==> src/rtl/csa_mul_accum.sv <==
// Iterative shift-add multiplier that keeps its running product in carry-save form.
// Emits a (sum, carry) pair whose modular sum is a*b mod 2^WIDTH for the downstream final adder.
module csa_mul_accum #(
  parameter int WIDTH = 32,
  parameter int CNT_W = 6
) (
  input  logic             clk,
  input  logic             rst_n,
  input  logic             in_valid,
  output logic             in_ready,
  input  logic [WIDTH-1:0] in_a,
  input  logic [WIDTH-1:0] in_b,
  output logic             out_valid,
  input  logic             out_ready,
  output logic [WIDTH-1:0] out_sum,
  output logic [WIDTH-1:0] out_carry,
  output logic             busy
);

  typedef enum logic [1:0] {
    IDLE = 2'd0,
    RUN  = 2'd1,
    DONE = 2'd2
  } state_t;

  state_t             r_state;
  state_t             w_next_state;
  logic [WIDTH-1:0]   r_mcand;
  logic [WIDTH-1:0]   r_mplier;
  logic [WIDTH-1:0]   r_sum_acc;
  logic [WIDTH-1:0]   r_carry_acc;
  logic [CNT_W-1:0]   r_count;

  logic [WIDTH-1:0]   w_pp;
  logic [WIDTH-1:0]   w_s;
  logic [WIDTH-1:0]   w_maj;
  logic [WIDTH-1:0]   w_c;
  logic               w_last;

  // One 3:2 compressor row per cycle; the majority MSB falls off the top when shifted.
  assign w_pp   = r_mplier[0] ? r_mcand : '0;
  assign w_s    = r_sum_acc ^ r_carry_acc ^ w_pp;
  assign w_maj  = (r_sum_acc & r_carry_acc) | (r_sum_acc & w_pp) | (r_carry_acc & w_pp);
  assign w_c    = {w_maj[WIDTH-2:0], 1'b0};
  assign w_last = (r_mplier[WIDTH-1:1] == '0) || (r_count == CNT_W'(WIDTH - 1));

  // NOTE: every variable written in always_comb gets a default first, so no path can infer a latch.
  always_comb begin
    w_next_state = r_state;
    case (r_state)
      IDLE:    if (in_valid)  w_next_state = RUN;
      RUN:     if (w_last)    w_next_state = DONE;
      DONE:    if (out_ready) w_next_state = IDLE;
      default:                w_next_state = IDLE;
    endcase
  end

  // NOTE: sequential state uses non-blocking assignments so every register samples pre-edge values.
  always_ff @(posedge clk) begin
    if (!rst_n) begin
      r_state <= IDLE;
    end else begin
      r_state <= w_next_state;
    end
  end

  always_ff @(posedge clk) begin
    if (!rst_n) begin
      r_mcand     <= '0;
      r_mplier    <= '0;
      r_sum_acc   <= '0;
      r_carry_acc <= '0;
      r_count     <= '0;
    end else begin
      case (r_state)
        IDLE: begin
          if (in_valid) begin
            r_mcand     <= in_a;
            r_mplier    <= in_b;
            r_sum_acc   <= '0;
            r_carry_acc <= '0;
            r_count     <= '0;
          end
        end
        RUN: begin
          r_sum_acc   <= w_s;
          r_carry_acc <= w_c;
          r_mcand     <= {r_mcand[WIDTH-2:0], 1'b0};
          r_mplier    <= {1'b0, r_mplier[WIDTH-1:1]};
          r_count     <= r_count + CNT_W'(1);
        end
        default: ;
      endcase
    end
  end

  // Handshake and result outputs come straight from registers.
  assign in_ready  = (r_state == IDLE);
  assign out_valid = (r_state == DONE);
  assign busy      = (r_state != IDLE);
  assign out_sum   = r_sum_acc;
  assign out_carry = r_carry_acc;

endmodule

==> config.mk <==
export PLATFORM = sky130hd
export DESIGN_NAME = csa_mul_accum
export DESIGN_NICKNAME = d
export VERILOG_FILES = /design/src/rtl/csa_mul_accum.sv
export SDC_FILE = /design/constraint.sdc
export NUM_CORES = 1
export LEC_CHECK = 0
export ABC_AREA = 1
export BUFFER_PORTS_ARGS = -buffer_cell sky130_fd_sc_hd__buf_2
export CAP_MARGIN = 30
export CORE_MARGIN = 10
export CORE_UTILIZATION = 50
export CTS_BUF_LIST = sky130_fd_sc_hd__clkbuf_2
export DETAILED_ROUTE_END_ITERATION = 10
export GPL_TIMING_DRIVEN = 0
export PLACE_DENSITY_LB_ADDON = 0.1
export SYNTH_ARGS = -nofsm -noshare
export SYNTH_HDL_FRONTEND = slang
export SYNTH_SLANG_ARGS = --single-unit
==> constraint.sdc <==
create_clock -name clk -period 2 [get_ports clk]
set_input_delay 0.2 -clock clk [delete_from_list [all_inputs] [get_ports clk]]
set_output_delay 0.2 -clock clk [all_outputs]
set_load 0.05 [all_outputs]
=== After elaboration in Yosys (flattened, before gate mapping) ===
Index checks and enable logic that the tools add are counted.

* Bits in registers: 136

* $add $sub $neg: 1
* Equality and inequality tests: 6
* Muxes and demuxes: 14
* Bitwise gates (word level): 7
* Reduce and logical (&&, ||, !) cells: 7

{| class="wikitable"
|+ Operators with widths
! operator !! count
|-
| 32-bit case mux with 2 select lines || 4
|-
| 32-bit two-way mux || 4
|-
| 31-bit AND || 3
|-
| 32-bit bitwise XOR || 2
|-
| 31-bit bitwise OR || 2
|-
| 31-bit zero test || 1
|-
| 6-bit case mux with 2 select lines || 1
|-
| 6-bit by 1-bit adder with 6-bit output, second input constant || 1
|-
| 6-bit by 5-bit == test with 1-bit output, second input constant || 1
|-
| 2-bit two-way mux || 3
|-
| 6-bit two-way mux || 1
|-
| 2-bit case mux with 3 select lines || 1
|-
| 2-bit != test, second input constant || 2
|-
| 2-bit nonzero test || 2
|-
| 3-bit AND reduction || 1
|-
| 2-bit by 1-bit == test with 1-bit output, second input constant || 1
|-
| 2-bit == test, second input constant || 1
|-
| 2-bit zero test || 1
|-
| 2-bit by 1-bit != test with 1-bit output, second input constant || 1
|-
| 2-bit AND reduction || 1
|-
| 1-bit logical OR || 1
|}

=== Longest topological paths before layout ===
Gate-level depths: netlist (run 1).

* Word-level depth: 5
* Depth in mapped cells: 10

=== Worst setup path after synthesis (run 1) ===
No wires, ideal clock.

* Kind: flip-flop to flip-flop
* Start point: reg r_mplier[0]
* End point: reg r_sum_acc[25] (netlist: out_sum[25])
* Library setup time: 0.070 ns
* Arrival: 1.658 ns
* Required time: 1.930 ns
* Path slack: 0.272 ns
* Stages on the path, launching flop included: 7
* Path buffers: 2
* Clock period less this slack: 1.728 ns
* Cell sequence: dfxtp_1 -> clkbuf_1 -> clkbuf_1 -> nand2_1 -> fa_1 -> or2_2 -> a21oi_1

* Longest elaborated chain between the ends: 3

{| class="wikitable"
|+ RTL lines
! what !! RTL line !! source
|-
| start, declared || 29 || <nowiki>logic [WIDTH-1:0] r_mplier;</nowiki>
|-
| start signal, assigned || 79 || <nowiki>r_mplier <= in_b;</nowiki>
|-
| start signal, assigned || 89 || <nowiki>r_mplier <= {1'b0, r_mplier[WIDTH-1:1]};</nowiki>
|-
| 32-bit two-way mux || 41 || <nowiki>assign w_pp = r_mplier[0] ? r_mcand : '0;</nowiki>
|-
| 32-bit bitwise XOR || 42 || <nowiki>assign w_s = r_sum_acc ^ r_carry_acc ^ w_pp;</nowiki>
|-
| 32-bit case mux with 2 select lines || 75 || <nowiki>case (r_state)</nowiki>
|-
| end signal, assigned || 86 || <nowiki>r_sum_acc <= w_s;</nowiki>
|-
| end, declared || 30 || <nowiki>logic [WIDTH-1:0] r_sum_acc;</nowiki>
|}

Every way passes these cells.
A chain may end at the register's enable or synchronous reset.

=== Final worst setup path (run 1) ===
Ends and elaborated chain as after synthesis.

==> run_results.csv, run 1 <==
group,metric,value,unit
run_status,status,"complete, no violations",
timing,setup_viol_count_final,0,
timing,fin_crit_sh,0.960,
route,highest-signal-layer,"met4",
pwr,powerDensity,691,nW/um^2
worst_setup_path,path_buf_inv,2,
clock_network,clkLatencyLatePin,710,ps
synth,synth-main-ff-cell,"dfxtp_1",
timing,timing.final.ws_setup,80.2,ps
die,start_util,0.515,
clock_network,clkTransAtPathRegs,200,ps
die,dieWidth,135,um
route,met2_length,8.60,mm
final_layout,layout-drive-gt1-share,0.209,
synth,synth_nets,936,
route,drtAntennaViolNets,0,
global_routing,grt_pass1_wl,30.6,mm
die,dieHeight,135,um
die,fp.dieArea,18100,sq um
route,wl_met1,8.39,mm
flow_run,cap_violations,0,
route,firstDrtPassIters,5,
timing,fmaxAchievable,0.521,GHz
die,rows,41,
worst_setup_path,crit_path_end_kind,"register",
final_layout,syn2layout_area_growth,26.3,%
worst_setup_path,start_kind,"register",
die,core,12800,sq um
timing,drv_slew,0,
final_layout,postLayoutCellArea,8310,sq um
final_layout,final_nets,1157,
global_routing,grt_pass1_vias,6044,
placement,dp.cells,1140,
clock_network,cts_root_buf,"clkbuf_2",
synth,async_flop_share,0,
global_routing,antenna_found_initial,0,
synth,syn-cell-area,6580,sq um
pwr,vdd_drop_max,0.413,mV
clock_network,cts_made_buffers,17,
die,io_pins,135,
clock_network,clk_path_buf_depth,2,
placement,placed_cell_area,7450,sq um
synth,ys_ff_latch,135,
worst_setup_path,cp_max_fo,10,
final_layout,stdcell_count,1241,
pwr,power,5.74,mW
synth,synthCells,836,
timing,worst-slew-pin-transition,564,ps
worst_setup_path,path_cells,"clkbuf_1 -> clkbuf_2 -> nand2_1 -> fa_1 -> or2_2 -> a21oi_1",
global_routing,grt_max_degree,17,
min_path,min_path_type,"input pin to register",
synth,synth_warnings,0,
route,drtIter0Drc,375,
synth,synth_edf_count,0,
worst_setup_path,worstPathArrival,2570,ps
route,vias,6008,
worst_setup_path,crit_family,"buffers and inverters",
global_routing,track_usage,0.210,
worst_setup_path,path_class,"register to register",
route,wl,18.5,mm
placement,pre_cts_slack,-169,ps
clock_network,clock_sinks,135,
placement,io_buffers,132,
global_routing,grt_overflow_total,0,
synth,syn_avg_cell_area,7.86,sq um
synth,ys_seq_area_frac,0.411,
route,drcViolationCount,0,
worst_setup_path,cp_slowest_cell,"fa_1",
pwr,leakagePower,3.29,nW
route,wl_per_cell,14.9,um
worst_setup_path,cp_data_required_time,2650,ps
worst_setup_path,slowest_delay,420,ps
timing,hold_viol,0,
clock_network,cts_tree,"done",
timing,relSlewSlack,0.624,
timing,period_needed,1920,ps
synth,synth_cell_types,35,
route,viasPerCell,4.84,
timing,skew,29.1,ps
placement,hpwlAfterDp,13.2,mm
placement,gp_congestion,0.831,
route,wl_met3,1.32,mm
final_layout,utilization,0.650,
worst_setup_path,ff2ff_setup_slack,80,ps
final_layout,antennaDiodeCount,0,
clock_network,htree_levels,4,
## logic make-up after synthesis
| kind of cell | after synthesis | synth area share |
|---|---|---|
| compound gates | 169 | 0.159 |
| xor+xnor | 1 | 0.00133 |
| fa+ha+maj | 32 | 0.0951 |
| buf+inv | 151 | 0.106 |
| flops | 135 | 0.411 |
| other cells | 1 | 0.000570 |
| simple gates | 347 | 0.228 |
## state kept, by name, indices dropped and copies added, names as in the netlist
register,count
out_carry,31
out_sum,32
r_count,6
r_mcand,32
r_mplier,32
r_state,2
## timing repair
item,in CTS,in global routing
setup endpoints to repair,51,16
gates resized for setup,3,6
endpoints found under the hold margin,68,0
hold buffers,70,0
buffers inserted,0,0
## synth_stat cells, types with 2 or more instances
cell | n | share of area
a22oi_1 | 34 | 0.039
buf_4 | 4 | 0.0046
or2_2 | 10 | 0.0095
buf_6 | 11 | 0.019
nor3_1 | 2 | 0.0015
o211ai_1 | 2 | 0.0023
nand2_1 | 246 | 0.14
o21ai_0 | 6 | 0.0046
buf_2 | 15 | 0.011
ha_1 | 2 | 0.0038
a21oi_1 | 104 | 0.079
clkbuf_1 | 18 | 0.010
a31oi_1 | 10 | 0.0095
nand3_1 | 8 | 0.0061
fa_1 | 30 | 0.091
a22oi_2 | 10 | 0.019
inv_4 | 2 | 0.0019
inv_1 | 94 | 0.054
dfxtp_1 | 135 | 0.41
nor2_1 | 25 | 0.014
nand2_4 | 2 | 0.0034
or2_1 | 34 | 0.032
clkbuf_2 | 5 | 0.0038
or2_0 | 16 | 0.015
## routing by layer
metal / track usage / vias up
li1: - / 3088
met1: 0.271 / 2749
met2: 0.337 / 155
met3: 0.0601 / 16
met4: 0.0562 / 0
met5: 0 / -
## worst min-delay path, cell delays in order
cell      delay, ps
buf_2            80
nand2_2          90
nand2_4         120
o221ai_1        120
nand2_1          80
inv_1            40
## through the flow
stage | hold WS [ps] | TNS [ps]
final | 62.8 | 0
after CTS | 16.7 | 0
after global placement | 459 | -1260
after detailed placement | 463 | -1880
after global routing | 35.0 | -19.7
after floorplan | 343 | 0
## power breakdown
group / switching [mW] / internal [mW] / total, mW
Clock: 0.933 / 0.309 / 1.24
Combinational: 0.944 / 0.568 / 1.51
Sequential: 0.133 / 2.86 / 2.99
Total: 2.01 / 3.73 / 5.74
## cell type report
class                           instances  area, sq um
Timing Repair Buffer                  202         1360
Sequential cell                       135         2700
Tap cell                              172          215
Clock inverter                          9         36.3
Inverter                               97          369
Buffer                                 54          334
Clock buffer                           22          110
Fill cell                            1146         4470
Multi-Input combinational cell        550         3180
## cell usage in the layout (no fill, tap or decap), types with 25 or more instances in the layout
master         netlist  routed
dfxtp_1            135     135
nand2_1            246     246
clkbuf_2             5      28
dlygate4sd3_1        0      70
a21oi_1            104     104
inv_1               94      94
a22oi_1             34      34
fa_1                30      30
buf_2               15     147
or2_1               34      34
nor2_1              25      25
## worst paths after layout
kind | from | endpoint | depth (start not counted)
max | r_mplier[0] | out_sum[25] | 6
min | in_valid | r_mcand[31] | 6
max reg2reg | r_mplier[0] | out_sum[25] | 6
min reg2reg | out_sum[17] | out_sum[17] | 2
No activity file was read; power rests on OpenSTA's default activity.
==> run 2, diff against run 1 <==
PLACE_DENSITY = 0.79   (was default)
PLACE_DENSITY_LB_ADDON = default   (was 0.1)
TNS_END_PERCENT = 30   (was default)
==> run_results.csv, run 2 (synthesized netlist as in run 1, its figures left out) <==
group,metric,value,unit
run_status,status,"complete, no violations",
timing,final.setup.tns,0,ps
timing,period_needed,1910,ps
die,rows,41,
clock_network,htree_levels,4,
pwr,powerDensity,750,nW/um^2
min_path,min_delay_path_depth,4,
min_path,min_to,"r_mplier[15]",
worst_setup_path,cp_data_required_time,2650,ps
min_path,min_from,"in_b[15]",
worst_setup_path,path_class,"register to register",
global_routing,grt_overflow_total,0,
route,drcViolationCount,0,
timing,setup_viol_count_final,0,
die,start_util,0.515,
timing,timing.final.ws_setup,93.6,ps
min_path,min_path_type,"input pin to register",
route,drtAntennaViolNets,0,
flow_run,cap_violations,0,
worst_setup_path,crit_path_end_kind,"register",
worst_setup_path,ff2ff_path_depth,7,
die,dieWidth,135,um
die,fp.dieArea,18100,sq um
timing,fmaxAchievable,0.525,GHz
timing,rsz0062_at_grt,"true",
final_layout,stdcell_count,1246,
pwr,leakagePower,3.35,nW
timing,fin_crit_sh,0.953,
placement,hpwlAfterDp,13.7,mm
placement,pre_cts_slack,-207,ps
clock_network,clkLatencyLatePin,720,ps
worst_setup_path,reg2reg_from,"r_state[1]",
final_layout,final_nets,1158,
worst_setup_path,start_kind,"register",
final_layout,final_cell_mix,"246 x nand2_1, 147 x buf_2, 135 x dfxtp_1",
clock_network,clock_sinks,135,
global_routing,antenna_found_initial,2,
global_routing,grt_pass1_vias,6301,
clock_network,cts_tree,"done",
pwr,p_comb_frac,0.243,
clock_network,cts_setup_buffers,0,
route,firstDrtPassIters,5,
timing,relSlewSlack,0.586,
clock_network,clk_path_buf_depth,2,
die,core,12800,sq um
final_layout,syn2layout_area_growth,28.4,%
pwr,clockPowerShare,0.284,
die,dieHeight,135,um
pwr,power.internal,4.25,mW
clock_network,clkTransAtPathRegs,190,ps
clock_network,cts_made_buffers,17,
timing,skew,23.5,ps
timing,worst-slew-pin-transition,621,ps
worst_setup_path,ff2ff_setup_slack,90,ps
placement,gp_congestion,0.849,
worst_setup_path,worstPathArrival,2560,ps
route,wl,19.7,mm
pwr,vdd_drop_max,0.416,mV
global_routing,track_usage,0.220,
route,viasPerCell,5.07,
pwr,p_sw,2.08,mW
worst_setup_path,setup.worst_path.start,"r_state[1]",
route,vias,6318,
final_layout,final_common_cell,"nand2_1",
global_routing,grt_pass1_wl,31.8,mm
placement,dp.cells,1140,
route,drtIter0Drc,585,
timing,hold_viol,0,
timing,drv_slew,0,
global_routing,grt_max_degree,17,
worst_setup_path,cp_max_fo,10,
die,io_pins,135,
pwr,seq_power_share,0.473,
route,wl_per_cell,15.8,um
worst_setup_path,r2r_end,"r_mcand[31]",
clock_network,cts_root_buf,"clkbuf_2",
placement,io_buffers,132,
pwr,power.share.switching,0.329,
final_layout,layout-drive-gt1-share,0.214,
-- run 2: changes by cell type in the layout (fill, tap and decap cells not counted) --
cell | previous run | this run
clkinv_1 | 7 | 2
bufinv_16 | 0 | 4
clkinv_2 | 2 | 6
diode_2 | 0 | 3
clkbuf_2 | 28 | 26
dlygate4sd3_1 | 70 | 72
buf_4 | 6 | 5
clkbuf_1 | 15 | 14
clkbuf_4 | 0 | 1
-- run 2: what timing repair did --
item / CTS / global route
hold endpoints to repair: 68 / 0
gates resized for setup: 5 / 1
hold buffers: 72 / 0
pin swaps: 0 / 0
setup endpoints to repair: 55 / 10
-- run 2: area by class of cell --
cell class | instances | area, sq um
fillers | 1108 | 4330
diodes | 3 | 7.51
well taps | 172 | 215
repair buffers | 204 | 1380
multi-input cells | 550 | 3180
clock inverters | 12 | 158
plain buffers | 53 | 330
flip-flops and latches | 135 | 2700
clock buffers | 20 | 100
inverters | 97 | 369
-- run 2: how the worst max path moves through the flow --
stage / end / cells after the start
after floorplan: out_sum[25] / 6
after global placement: out_sum[28] / 6
after detailed placement: out_sum[28] / 6
after CTS: out_sum[28] / 6
after global routing: r_mcand[31] / 7
final: r_mcand[31] / 7
-- run 2: power groups by stage --
stage	combinational (mW)	sequential (mW)	clock (mW)
3_3_place_gp	1.36	3.04	0
6_report	1.54	2.99	1.80
5_1_grt	1.68	3.01	1.94
4_1_cts	1.52	2.98	1.82
3_5_place_dp	1.39	3.04	0
2_1_floorplan	0.952	3.02	0
-- run 2: per-stage QoR --
| stage | instance area, sq um | power [mW] | utilization | hold WS [ps] |
|---|---|---|---|---|
| 2_1_floorplan | 6580 | 3.98 | - | 343 |
| 3_3_place_gp | 7450 | 4.40 | 0.583 | 461 |
| 3_5_place_dp | 7450 | 4.43 | 0.583 | 467 |
| 4_1_cts | 8440 | 6.33 | 0.661 | 220 |
| 5_1_grt | 8440 | 6.64 | 0.661 | 235 |
| 6_report | 8440 | 6.33 | 0.661 | 276 |
-- run 2: metal layers --
layer	up-vias	part of all wire	global-route usage
met2	236	0.48	0.367
met4	0	0.023	0.0780
met1	2954	0.42	0.263
li1	3092	-	-
met5	-	0	0
met3	36	0.079	0.0619
-- run 2: worst max-delay path: stages (launching register included) --
cell and delay (ps):
dfxtp_1 410, inv_2 80, nand2_4 110, clkbuf_1 380
o221ai_1 170, dlygate4sd3_1 590, nand2_1 60, inv_1 50
==> run 3, diff against run 2 <==
REMOVE_ABC_BUFFERS = 1   (was default)
==> run_results.csv, run 3 (synthesized netlist as in run 1, its figures left out) <==
group,metric,value,unit
run_status,status,"complete, no violations",
final_layout,stdcell_count,1195,
placement,gp_congestion,0.778,
pwr,powerDensity,767,nW/um^2
final_layout,final-seq-area,2710,sq um
route,wl_per_cell,15.1,um
worst_setup_path,cp_max_fo,6,
timing,worst-slew-pin-transition,657,ps
final_layout,layout-drive-gt1-share,0.199,
timing,period_needed,1870,ps
die,start_util,0.515,
die,dieHeight,135,um
placement,io_buffers,133,
route,drtIter0Drc,350,
route,wl,18.1,mm
worst_setup_path,cp_slowest_cell,"dfxtp_1",
final_layout,final_nets,1110,
worst_setup_path,path_cells,"inv_2 -> nor2_1 -> clkbuf_4",
route,drcViolationCount,0,
final_layout,syn2layout_area_growth,26.5,%
route,vias,6035,
final_layout,final_common_cell,"nand2_1",
worst_setup_path,crit_path_end_kind,"primary output",
final_layout,multiInputGateArea,3220,sq um
placement,dp.cells,1091,
clock_network,cts_tree,"done",
timing,relSlewSlack,0.562,
worst_setup_path,cp_data_required_time,1800,ps
worst_setup_path,slowest_delay,410,ps
timing,whs,256,ps
die,rows,41,
timing,skew,25.3,ps
final_layout,final_cell_mix,"246 x nand2_1, 133 x dfxtp_1, 132 x buf_2",
global_routing,grt_pass1_wl,29.0,mm
worst_setup_path,start_kind,"register",
min_path,min_path_type,"input pin to register",
die,io_pins,135,
global_routing,track_usage,0.196,
die,fp.dieArea,18100,sq um
global_routing,antenna_found_initial,0,
global_routing,grt_overflow_total,0,
die,core,12800,sq um
final_layout,fill_cells,1087,
timing,fmaxAchievable,0.536,GHz
pwr,vdd_drop_max,0.429,mV
clock_network,cts_made_buffers,17,
route,viasPerCell,5.05,
global_routing,grt_max_degree,72,
pwr,power,6.39,mW
die,dieWidth,135,um
timing,rsz0062_at_grt,"false",
timing,hold_viol,0,
clock_network,clkLatencyLatePin,730,ps
clock_network,cts_root_buf,"clkbuf_2",
pwr,leakagePower,3.21,nW
route,firstDrtPassIters,6,
worst_setup_path,path_class,"register to primary output",
clock_network,clkTransAtPathRegs,190,ps
clock_network,clk_path_buf_depth,2,
global_routing,grt_pass1_vias,5843,
timing,setup_viol_count_final,0,
timing,drv_slew,0,
timing,fin_crit_sh,0.934,
final_layout,antennaDiodeCount,0,
flow_run,cap_violations,0,
timing,final.setup.tns,0,ps
clock_network,htree_levels,4,
worst_setup_path,crit_family,"flip-flops",
placement,hpwlAfterDp,10.2,mm
worst_setup_path,path_buf_inv,2,
clock_network,clock_sinks,135,
worst_setup_path,worstPathArrival,1670,ps
route,drtAntennaViolNets,0,
[run 3: cell count changes in the layout (fill, tap and decap cells not counted), moves of 3 or more]
cell,change
dlygate4sd3_1,-5
clkbuf_1,-14
buf_4,-5
buf_16,+3
buf_6,-11
clkinvlp_4,+4
clkbuf_2,-8
buf_2,-15
diode_2,-3
clkinv_2,-4
[run 3: metrics by stage]
stage	util	cell area (sq um)	setup slack (ps)
finish	0.651	8320	133
global route	0.651	8320	13.5
CTS	0.649	8280	32.8
detailed placement	0.566	7240	-865
global placement	0.558	7130	-1630
floorplan	-	6250	-409
[run 3: where the power goes]
group / switching [mW] / internal, mW
clock: 1.03 / 0.938
sequential: 0.156 / 2.86
combinational: 0.893 / 0.508
[run 3: worst paths after layout]
kind	start	endpoint	slack [ps]	depth (start not counted)
hold / removal	in_b[17]	r_mplier[17]	260	4
setup reg to reg	r_state[1]	r_mplier[5]	130	7
hold reg to reg	out_carry[1]	out_carry[1]	490	2
setup / recovery	r_state[1]	out_valid	130	3
[run 3: final cells by class]
| class | count | share of cell area |
|---|---|---|
| clock inverters | 14 | 0.0248 |
| multi-input cells | 553 | 0.387 |
| inverters | 97 | 0.0465 |
| repair buffers | 206 | 0.180 |
| clock buffers | 18 | 0.0108 |
| flip-flops and latches | 135 | 0.325 |
| well taps | 172 | 0.0259 |
[run 3: metal layers]
layer | vias to the layer above | GRT usage | share of wire | routed length (um)
li1 | 2984 | - | - | -
met4 | 0 | 0.0695 | 0.020 | 370
met5 | - | 0 | 0 | 0
met1 | 2811 | 0.234 | 0.43 | 7720
met2 | 211 | 0.326 | 0.48 | 8700
met3 | 29 | 0.0571 | 0.071 | 1280
[run 3: what timing repair did]
item	CTS	global route
endpoints found under the hold margin	68	0
setup endpoints to repair	132	101
pin swaps	1	1
buffers inserted	1	0
cloned	2	2
gates resized for setup	6	6
hold buffers	67	0
[run 3: tightest hold or removal path, stage by stage]
cell and delay, ps:
dlygate4sd3_1 530, buf_2 110, nand2_1 50, a31oi_1 60
